### config.mk
export PLATFORM = sky130hd
export DESIGN_NAME = ex_mem_pipe
export DESIGN_NICKNAME = d
export VERILOG_FILES = /design/src/rtl/ex_mem_pipe.sv
export SDC_FILE = /design/constraint.sdc
export NUM_CORES = 1
export LEC_CHECK = 0
export CORE_AREA = 2 2 167 169
export DETAILED_ROUTE_END_ITERATION = 8
export DIE_AREA = 0 0 169 171
export GPL_TIMING_DRIVEN = 1
export PLACE_DENSITY_LB_ADDON = 0.05
export SLEW_MARGIN = 20
export SYNTH_ARGS = -nofsm -noshare
export SYNTH_HDL_FRONTEND = slang
export SYNTH_SLANG_ARGS = --single-unit
### constraint.sdc
create_clock -name clk -period 10.5 [get_ports clk]
set_clock_uncertainty 0.1 [all_clocks]
set_input_delay 2.1 -clock clk [delete_from_list [all_inputs] [get_ports clk]]
set_output_delay 2.1 -clock clk [all_outputs]
set_load 0.02 [all_outputs]
### src/rtl/ex_mem_pipe.sv
// EX/MEM boundary as a two-entry skid buffer with valid/ready handshake.
// Head entry drives the memory stage; skid absorbs one extra while stalled.
module ex_mem_pipe #(
  parameter int DATA_W      = 32,
  parameter int REG_W       = 5,
  parameter int STALL_CNT_W = 16
) (
  input  logic                   clk,
  input  logic                   rst_n,
  input  logic                   in_valid,
  output logic                   in_ready,
  input  logic [2:0]             MEM,
  input  logic [1:0]             WB,
  input  logic [DATA_W-1:0]      branchAddr,
  input  logic                   zero,
  input  logic [DATA_W-1:0]      ALUres,
  input  logic [DATA_W-1:0]      writeData,
  input  logic [REG_W-1:0]       rd,
  input  logic                   flush,
  output logic                   out_valid,
  input  logic                   out_ready,
  output logic [2:0]             MEM_out,
  output logic [1:0]             WB_out,
  output logic [DATA_W-1:0]      branchAddr_out,
  output logic                   zero_out,
  output logic [DATA_W-1:0]      ALUres_out,
  output logic [DATA_W-1:0]      writeData_out,
  output logic [REG_W-1:0]       rd_out,
  output logic [STALL_CNT_W-1:0] stall_cnt
);

  typedef struct packed {
    logic [2:0]        mem;
    logic [1:0]        wb;
    logic [DATA_W-1:0] branch_addr;
    logic              zero;
    logic [DATA_W-1:0] alu_res;
    logic [DATA_W-1:0] write_data;
    logic [REG_W-1:0]  rd;
  } entry_t;

  entry_t in_ent;
  entry_t head;
  entry_t skid;
  logic   head_valid;
  logic   skid_valid;
  logic   accept;
  logic   pop;

  assign in_ent = '{
    mem:         MEM,
    wb:          WB,
    branch_addr: branchAddr,
    zero:        zero,
    alu_res:     ALUres,
    write_data:  writeData,
    rd:          rd
  };

  // in_ready depends only on registered state, never on out_ready
  assign in_ready  = ~skid_valid;
  assign out_valid = head_valid;
  assign accept    = in_valid & in_ready;
  assign pop       = head_valid & out_ready;

  always_ff @(posedge clk) begin
    if (!rst_n) begin
      head_valid <= 1'b0;
      skid_valid <= 1'b0;
    end else if (flush) begin
      head_valid <= 1'b0;
      skid_valid <= 1'b0;
    end else if (!head_valid) begin
      head_valid <= accept;
    end else if (pop) begin
      if (skid_valid) begin
        skid_valid <= 1'b0;
      end else begin
        head_valid <= accept;
      end
    end else if (accept) begin
      skid_valid <= 1'b1;
    end
  end

  // Payload carries no reset; validity lives only in the valid bits
  always_ff @(posedge clk) begin
    if (!head_valid || (pop && !skid_valid)) begin
      if (accept) begin
        head <= in_ent;
      end
    end else if (pop && skid_valid) begin
      head <= skid;
    end
  end

  always_ff @(posedge clk) begin
    if (head_valid && !pop && accept) begin
      skid <= in_ent;
    end
  end

  always_ff @(posedge clk) begin
    if (!rst_n) begin
      stall_cnt <= '0;
    end else if (head_valid && !out_ready && (stall_cnt != '1)) begin
      stall_cnt <= stall_cnt + 1'b1;
    end
  end

  // Bubbles must never trigger memory access, branch or writeback
  assign MEM_out        = head_valid ? head.mem : 3'b000;
  assign WB_out         = head_valid ? head.wb  : 2'b00;
  assign branchAddr_out = head.branch_addr;
  assign zero_out       = head.zero;
  assign ALUres_out     = head.alu_res;
  assign writeData_out  = head.write_data;
  assign rd_out         = head.rd;

endmodule

### Word-level counts from Yosys, hierarchy flattened

Index checks and enable logic that the tools add are counted.

* add/subtract/negate cells: 1
* equality and inequality tests: 2
* multiplexer cells: 10
* bitwise logic cells: 4
* reduce and logical (&&, ||, !) cells: 16

Operators with widths (number)
* 2-to-1 mux 107 bit: 3
* adder 16 x 1 -> 16 bit, second input constant: 1
* != test 16 bit, second input constant: 1
* logical AND 1 bit: 6
* 2-to-1 mux 1 bit: 5
* zero test 1 bit: 4
* AND reduction 2 bit: 2
* nonzero test 2 bit: 2
* 2-to-1 mux 3 bit: 1
* bitwise AND 1 bit: 2
* 2-to-1 mux 2 bit: 1
* != test 2 bit, second input constant: 1
* inverter 1 bit: 2
* OR reduction 2 bit: 1
* logical OR 1 bit: 1

* input port bits: 112
* output and inout bits: 125
* bits in registers: 232
* logic and storage cells: 50

### Logic depth before layout (Yosys ltp)

Gate-level depths: netlist of the first run.

* depth in word-level cells: 5
* gate-level depth with buffers: 6
* depth with buffers taken out: 5

### Least setup slack after synthesis of the first run

OpenSTA, ideal clock, no wires.

* path type: input -> register
* from: input out_ready
* to: register head, in the netlist ALUres_out[0], enable pin
* stages on the path: 2
* arrival time: 7.481 ns
* setup slack: 2.310 ns
* setup time: 0.609 ns
* required time: 9.791 ns
* path buffers: 0
* path through: and2b_1 > a21oi_1

* longest elaborated chain between the ends: 5
* elaborated cells on any way between the ends: 7
* those cells by class: 1 x eq/ne; 1 x bitwise; 5 x reduce/logical

RTL lines
* start, declared: line 21 `input logic out_ready,`
* bitwise AND 1 bit *: line 64 `assign pop = head_valid & out_ready;`
* logical AND 1 bit: line 88 `if (!head_valid || (pop && !skid_valid)) begin`
* logical OR 1 bit: line 88
* != test 2 bit (no source line) or nonzero test 2 bit (tied branches)
* AND reduction 2 bit (no source line) *
* end signal, assigned: line 90 `head <= in_ent;`
* end signal, assigned: line 93 `head <= skid;`
* end, declared: line 43 `entry_t head;`

Mark *: on every way between the ends. The rest lies on a longest branch, timed or not.
A chain may end at the register's enable or synchronous reset.

### Worst setup path in the final report of the first run

* from: input out_ready
* to: register head, in the netlist writeData_out[5], data pin

* longest elaborated chain between the ends: 4

RTL lines (line)
* bitwise AND 1 bit: 64
* logical AND 1 bit: 88
* logical OR 1 bit: 88
* 2-to-1 mux 107 bit: 88

No other way between the ends.

==> results_dict.tcl, run 1 <==
set metrics [dict create \
    antenna_violations_before_repair 1 \
    fillers 2479 \
    grt_overflow_total 0 \
    switching_fraction_pct 20.9 \
    slew_at_the_pin_closest_to_its_max_slew_limit_ns 0.949 \
    final.setup.worst_slack_ns 6.00 \
    power.static_leakage_nw 4.14 \
    outcome "completed" \
    drt-total-wl_um 19900 \
    power_frac_comb_pct 8.6 \
    yosys.cell_count.top_type "edfxtp_1" \
    drive_gt1_share_pct 22.3 \
    die_height_um 171 \
    buffer_ports.inserted 236 \
    critPathCaptureType "register" \
    power.internal_mw 1.75 \
    timing_worst_setup_path_type "primary input to register" \
    syn_inst 547 \
    synth_top_area_cell "edfxtp_1" \
    netlist_top_cells_area "edfxtp_1 (68%), mux2_2 (13%), buf_4 (8.1%), dfxtp_1 (3.8%), a21oi_1 (0.85%)" \
    route.detailed.vias_per_inst 4.66 \
    detail-route-antenna-nets 0 \
    floorplan.core_area_um2 27300 \
    cts_setup_buffers 0 \
    syn_nets 660 \
    worst_ep_required_time_ns 10.68 \
    post_synth_most_frequent_cells "edfxtp_1 (214), mux2_2 (107), buf_4 (101)" \
    cts_inserted_buffers 27 \
    postSynthAreaPerCell_um2 17.2 \
    drt-pass1-iter-count 5 \
    detail_route.drc_violations 0 \
    cts.repair.resized 0 \
    final_hold_viol_count 0 \
    grt_first_pass_wirelength_um 29600 \
    synthToLayoutAreaGrowth_pct 31.5 \
    drv.max_cap_violation_count 0 \
    vdd.ir_drop.worst_v 0.000121 \
    hold_path_class "register to register" \
    boundaryPins 237 \
    ys_seq_elements 232 \
    number_of_distinct_library_cells_after_synthesis 35 \
    cts.sinks 232 \
    wire_per_inst_um 18.6 \
    antenna_cells_inserted 0 \
    tritoncts "built" \
    clock.fmax_ghz 0.222 \
    slew_headroom_pct 36.7 \
    cts-root-buf "clkbuf_16" \
    power.density_cell_area_nw_per_um2 179 \
    critical_path_peak_fanout 59 \
    cts-hold-fix-buffers 0 \
    place.gp.congestion 0.712 \
    ys.warnings.count 0 \
    design.die.area_um2 28900 \
    summed_instance_area_of_the_synthesized_netlist_um2 9380 \
    synth-edff-count 214 \
    total_switching_power_mw 0.463 \
    final.hold.worst_slack_ns 0.401 \
    power.sequential.fraction_pct 48.0 \
    grt_max_degree 66 \
    report.final.slew_viol_count 0 \
    dp.final_hpwl_um 12900 \
    finalNetCount 815 \
    total_via_count_in_the_routed_design 4977 \
    final_setup_violations 0 \
    postSynth.topFlopCell "edfxtp_1" \
    tns_ns 0 \
    worst_setup_path_start_kind "primary input" \
    drt_first_iter_violations 222 \
    clkTransAtPathRegs_ns 0.06 \
    finalPower_mw 2.21 \
    gr-usage-all-layers_pct 13.3 \
    asyncSetResetFlopFracSynth_pct 0 \
    clk_latency_ns 0.52 \
    clock_tree.htree_level_count 1 \
    site_row_count 61 \
    cp.arrival_ns 4.68 \
    core_util_final_pct 45.1 \
    cts.path.max_buffers 3 \
    seq_area_frac_synth_pct 72.3 \
    period_needed_ns 4.50 \
    initial_utilization_pct 34.3 \
    yosys.area.top_type_share_pct 68.5 \
    grt_setup_unrepaired "false" \
    power.share.clock_pct 43.4 \
    min_period_over_period_pct 42.9 \
    dp_slack_ns 5.41 \
    first_global_vias 5162 \
    die_width_um 169 \
]
## through the flow
| stage | instances | area (um2) |
|---|---|---|
| 2_1_floorplan | 547 | 9380 |
| 3_3_place_gp | 1019 | 11400 |
| 3_5_place_dp | 1019 | 11400 |
| 4_1_cts | 1068 | 12300 |
| 5_1_grt | 1068 | 12300 |
| 6_report | 1068 | 12300 |
## critical path, cell delays in order
cell,delay [ns]
clkdlybuf4s50_1,0.53
inv_1,0.09
o21ai_4,0.11
buf_4,0.56
buf_4,0.77
mux2_2,0.42
## power groups by stage
stage / clock (mW) / sequential, mW / combinational (mW)
floorplan: 0 / 1.08 / 0.112
global placement: 0 / 1.08 / 0.190
detailed placement: 0 / 1.08 / 0.193
CTS: 0.994 / 1.06 / 0.193
global route: 1.03 / 1.06 / 0.202
finish: 0.959 / 1.06 / 0.190
## final timing paths
check | start | endpoint | slack [ns] | depth (start not counted)
setup reg to reg | out_valid$_SDFF_PP0_ | ALUres_out[29]$_DFFE_PP_ | 7.67 | 4
hold / removal | stall_cnt[15]$_SDFFE_PN0P_ | stall_cnt[15]$_SDFFE_PN0P_ | 0.40 | 2
hold reg to reg | stall_cnt[15]$_SDFFE_PN0P_ | stall_cnt[15]$_SDFFE_PN0P_ | 0.40 | 2
setup / recovery | out_ready | writeData_out[5]$_DFFE_PP_ | 6.00 | 6
## routing by layer
metal | part of all wire (%) | vias up | track usage (%)
met4 | 2.3 | 2 | 3.72
met1 | 40 | 2477 | 15.9
met5 | 0.065 | - | 0
li1 | - | 2287 | -
met2 | 48 | 175 | 22.2
met3 | 8.9 | 36 | 5.37
## registers in the layout, summed over array words and instances, names as in the netlist
name / count
skid: 107
ALUres_out: 32
branchAddr_out: 32
writeData_out: 32
stall_cnt: 16
head: 5
rd_out: 5
out_valid: 1
skid_valid: 1
zero_out: 1
## layout by cell type (no fill, tap or decap), types with 2 or more instances in the layout
cell / n
or3_1: 5
mux2_2: 107
nand2_1: 7
bufinv_16: 5
nand3_1: 5
and2_1: 5
inv_6: 2
nand2b_1: 2
or2_2: 2
buf_4: 7
clkinv_1: 4
o31ai_1: 6
nand4_1: 5
a21oi_1: 15
and4_1: 2
edfxtp_1: 214
nor3_1: 3
or4_1: 7
o21ai_0: 6
dfxtp_1: 18
clkbuf_16: 27
clkbuf_1: 5
clkdlybuf4s50_1: 236
inv_1: 5
clkinv_2: 6
## cells by family (layout without fill, tap and decap cells)
kind of cell	count (synthesis)	count (layout)	synth area share (%)
flip-flops	232	232	72.3
AND/OR/NAND/NOR	51	51	3.41
adder cells (fa/ha/maj)	1	1	0.133
multiplexers	108	108	12.9
buffers and inverters	122	297	9.07
AO/OA/AOI/OAI	32	32	2.01
XOR/XNOR	1	1	0.0934
## cell type report
cell class | instances | area, um2 | area share [%]
clock inverter | 17 | 213 | 1.72
clock buffer | 32 | 694 | 5.63
timing repair buffer | 243 | 2410 | 19.6
tap | 346 | 433 | 3.51
sequential | 232 | 6790 | 55.0
inverter | 5 | 18.8 | 0.152
multi-input combinational | 193 | 1780 | 14.4
Note: power is estimated with default switching activity, not from simulation.
==> run 2: changes to the inputs <==
==> constraint.sdc (replaced) <==
create_clock -name clk -period 4.1 [get_ports clk]
set_clock_uncertainty 0.1 [all_clocks]
set_input_delay 0.82 -clock clk [delete_from_list [all_inputs] [get_ports clk]]
set_output_delay 0.82 -clock clk [all_outputs]
set_load 0.02 [all_outputs]
==> run 2 against run 1 <==
Effect of this change:
- worst setup slack got worse by 4.8 ns
- combinational power grew to 2.6 times the previous value
- worst hold slack better by 0.016 ns
- largest power group unchanged
- critical endpoint is now WB_out[1]
- non-clock buffer count unchanged
- sequential power rose to 2.6 times the previous value
==> results_dict.tcl, run 2 (synthesized netlist as in run 1, its figures left out) <==
set metrics [dict create \
    gr-usage-all-layers_pct 12.9 \
    cpMaxStageDelayCell "clkdlybuf4s50_1" \
    initial_utilization_pct 34.3 \
    clk_latency_ns 0.52 \
    cp_cell_sequence "and2_1, clkdlybuf4s50_1" \
    dr.max_layer_used "met5" \
    detailed_route_wirelength_on_metal2_um 8730 \
    floorplan.core_area_um2 27300 \
    die_height_um 171 \
    period_needed_ns 2.92 \
    critPathCaptureType "output pin" \
    largest-register "skid" \
    dp_slack_ns 1.14 \
    drt_first_iter_violations 296 \
    first_global_vias 5165 \
    fillers 2419 \
    report.final.slew_viol_count 0 \
    critical-path-max-stage-delay_ns 0.67 \
    clkTransAtPathRegs_ns 0.06 \
    total_switching_power_mw 1.17 \
    power.static_leakage_nw 4.16 \
    outcome "completed" \
    m1WireLength_um 8230 \
    power.sequential.fraction_pct 48.2 \
    antenna_violations_before_repair 1 \
    vdd.ir_drop.worst_v 0.000236 \
    place.gp.congestion 0.690 \
    drv.max_cap_violation_count 0 \
    slew_at_the_pin_closest_to_its_max_slew_limit_ns 0.797 \
    power.internal_mw 4.46 \
    design.die.area_um2 28900 \
    critical_path_peak_fanout 12 \
    final_hold_viol_count 0 \
    power.density_cell_area_nw_per_um2 455 \
    synthToLayoutAreaGrowth_pct 31.8 \
    power_frac_comb_pct 8.7 \
    tns_ns 0 \
    layout.cells.most_common "clkdlybuf4s50_1" \
    drive_gt1_share_pct 22.6 \
    total_via_count_in_the_routed_design 4926 \
    cts-root-buf "clkbuf_16" \
    clock_tree.htree_level_count 1 \
    final_setup_violations 0 \
    site_row_count 61 \
    cts.sinks 232 \
    final.setup.worst_slack_ns 1.18 \
    timing_worst_setup_path_type "register to output pin" \
    die_width_um 169 \
    boundaryPins 237 \
    cts_inserted_buffers 26 \
    cts.repair.resized 0 \
    detail-route-antenna-nets 0 \
    switching_fraction_pct 20.7 \
    slew_headroom_pct 46.4 \
    cts_setup_buffers 0 \
    wire_per_inst_um 17.9 \
    cts.path.max_buffers 3 \
    met3RoutedLength_um 1800 \
    hold_path_class "register to register" \
    clock.fmax_ghz 0.342 \
    drt-pass1-iter-count 4 \
    drt-total-wl_um 19100 \
    grt_setup_unrepaired "false" \
    detail_route.drc_violations 0 \
    cts-hold-fix-buffers 0 \
    power.share.clock_pct 43.1 \
    buffer_ports.inserted 236 \
    mostFrequentLayoutCells "clkdlybuf4s50_1 (236), edfxtp_1 (214), mux2_2 (107), clkbuf_16 (27), dfxtp_1 (18)" \
    dp.final_hpwl_um 12300 \
    largest_register_ffs 107 \
    cp.arrival_ns 2.00 \
    grt_first_pass_wirelength_um 29200 \
    worst_setup_path_start_kind "register" \
    finalNetCount 814 \
    tritoncts "built" \
    grt_overflow_total 0 \
    min_period_over_period_pct 71.2 \
    worst_ep_required_time_ns 3.18 \
    route.detailed.vias_per_inst 4.61 \
    grt_max_degree 66 \
]
==> run 2: layer usage <==
layer / track usage (%) / vias up
met2: 20.6 / 172
met5: 0 / -
met3: 5.00 / 27
met4: 3.57 / 2
li1: - / 2280
met1: 16.5 / 2445
==> run 2: worst paths after layout <==
check	startpoint	endpoint	slack, ns	cells past startpoint
min reg2reg	stall_cnt[15]$_SDFFE_PN0P_	stall_cnt[15]$_SDFFE_PN0P_	0.42	2
max reg2reg	out_valid$_SDFF_PP0_	stall_cnt[11]$_SDFFE_PN0P_	1.89	4
max	out_valid$_SDFF_PP0_	WB_out[1]	1.18	2
min	stall_cnt[15]$_SDFFE_PN0P_	stall_cnt[15]$_SDFFE_PN0P_	0.42	2
==> run 2: power groups by stage <==
| stage | registers, mW | clock network, mW | logic [mW] |
|---|---|---|---|
| floorplan | 2.76 | 0 | 0.287 |
| global placement | 2.76 | 0 | 0.488 |
| detailed placement | 2.76 | 0 | 0.495 |
| CTS | 2.71 | 2.52 | 0.497 |
| global route | 2.72 | 2.60 | 0.521 |
| finish | 2.71 | 2.43 | 0.488 |
==> run 2: stage by stage <==
stage	hold WS [ns]	area, um2	std cells	utilization (%)	power [mW]
finish	0.418	12400	1068	45.3	5.63
global route	0.438	12400	1067	45.3	5.85
CTS	0.418	12400	1067	45.2	5.74
detailed placement	0.405	11500	1019	41.9	3.26
global placement	0.387	11500	1019	41.9	3.25
floorplan	0.411	9400	547	-	3.05
==> run 2: area by class of cell <==
class / instances / area, um2 / share of cell area (%)
Antenna cell: 1 / 2.50 / 0.0202
Clock buffer: 34 / 732 / 5.92
Clock inverter: 14 / 173 / 1.40
Inverter: 5 / 18.8 / 0.152
Multi-Input combinational cell: 193 / 1780 / 14.4
Sequential cell: 232 / 6790 / 54.9
Tap cell: 346 / 433 / 3.50
Timing Repair Buffer: 243 / 2440 / 19.7
==> run 2: critical path: cells and delay by family (launching register included) <==
kind,cells,cell delay (ns)
buf+inv,1,0.67
simple gates,1,0.20
flops,1,0.61
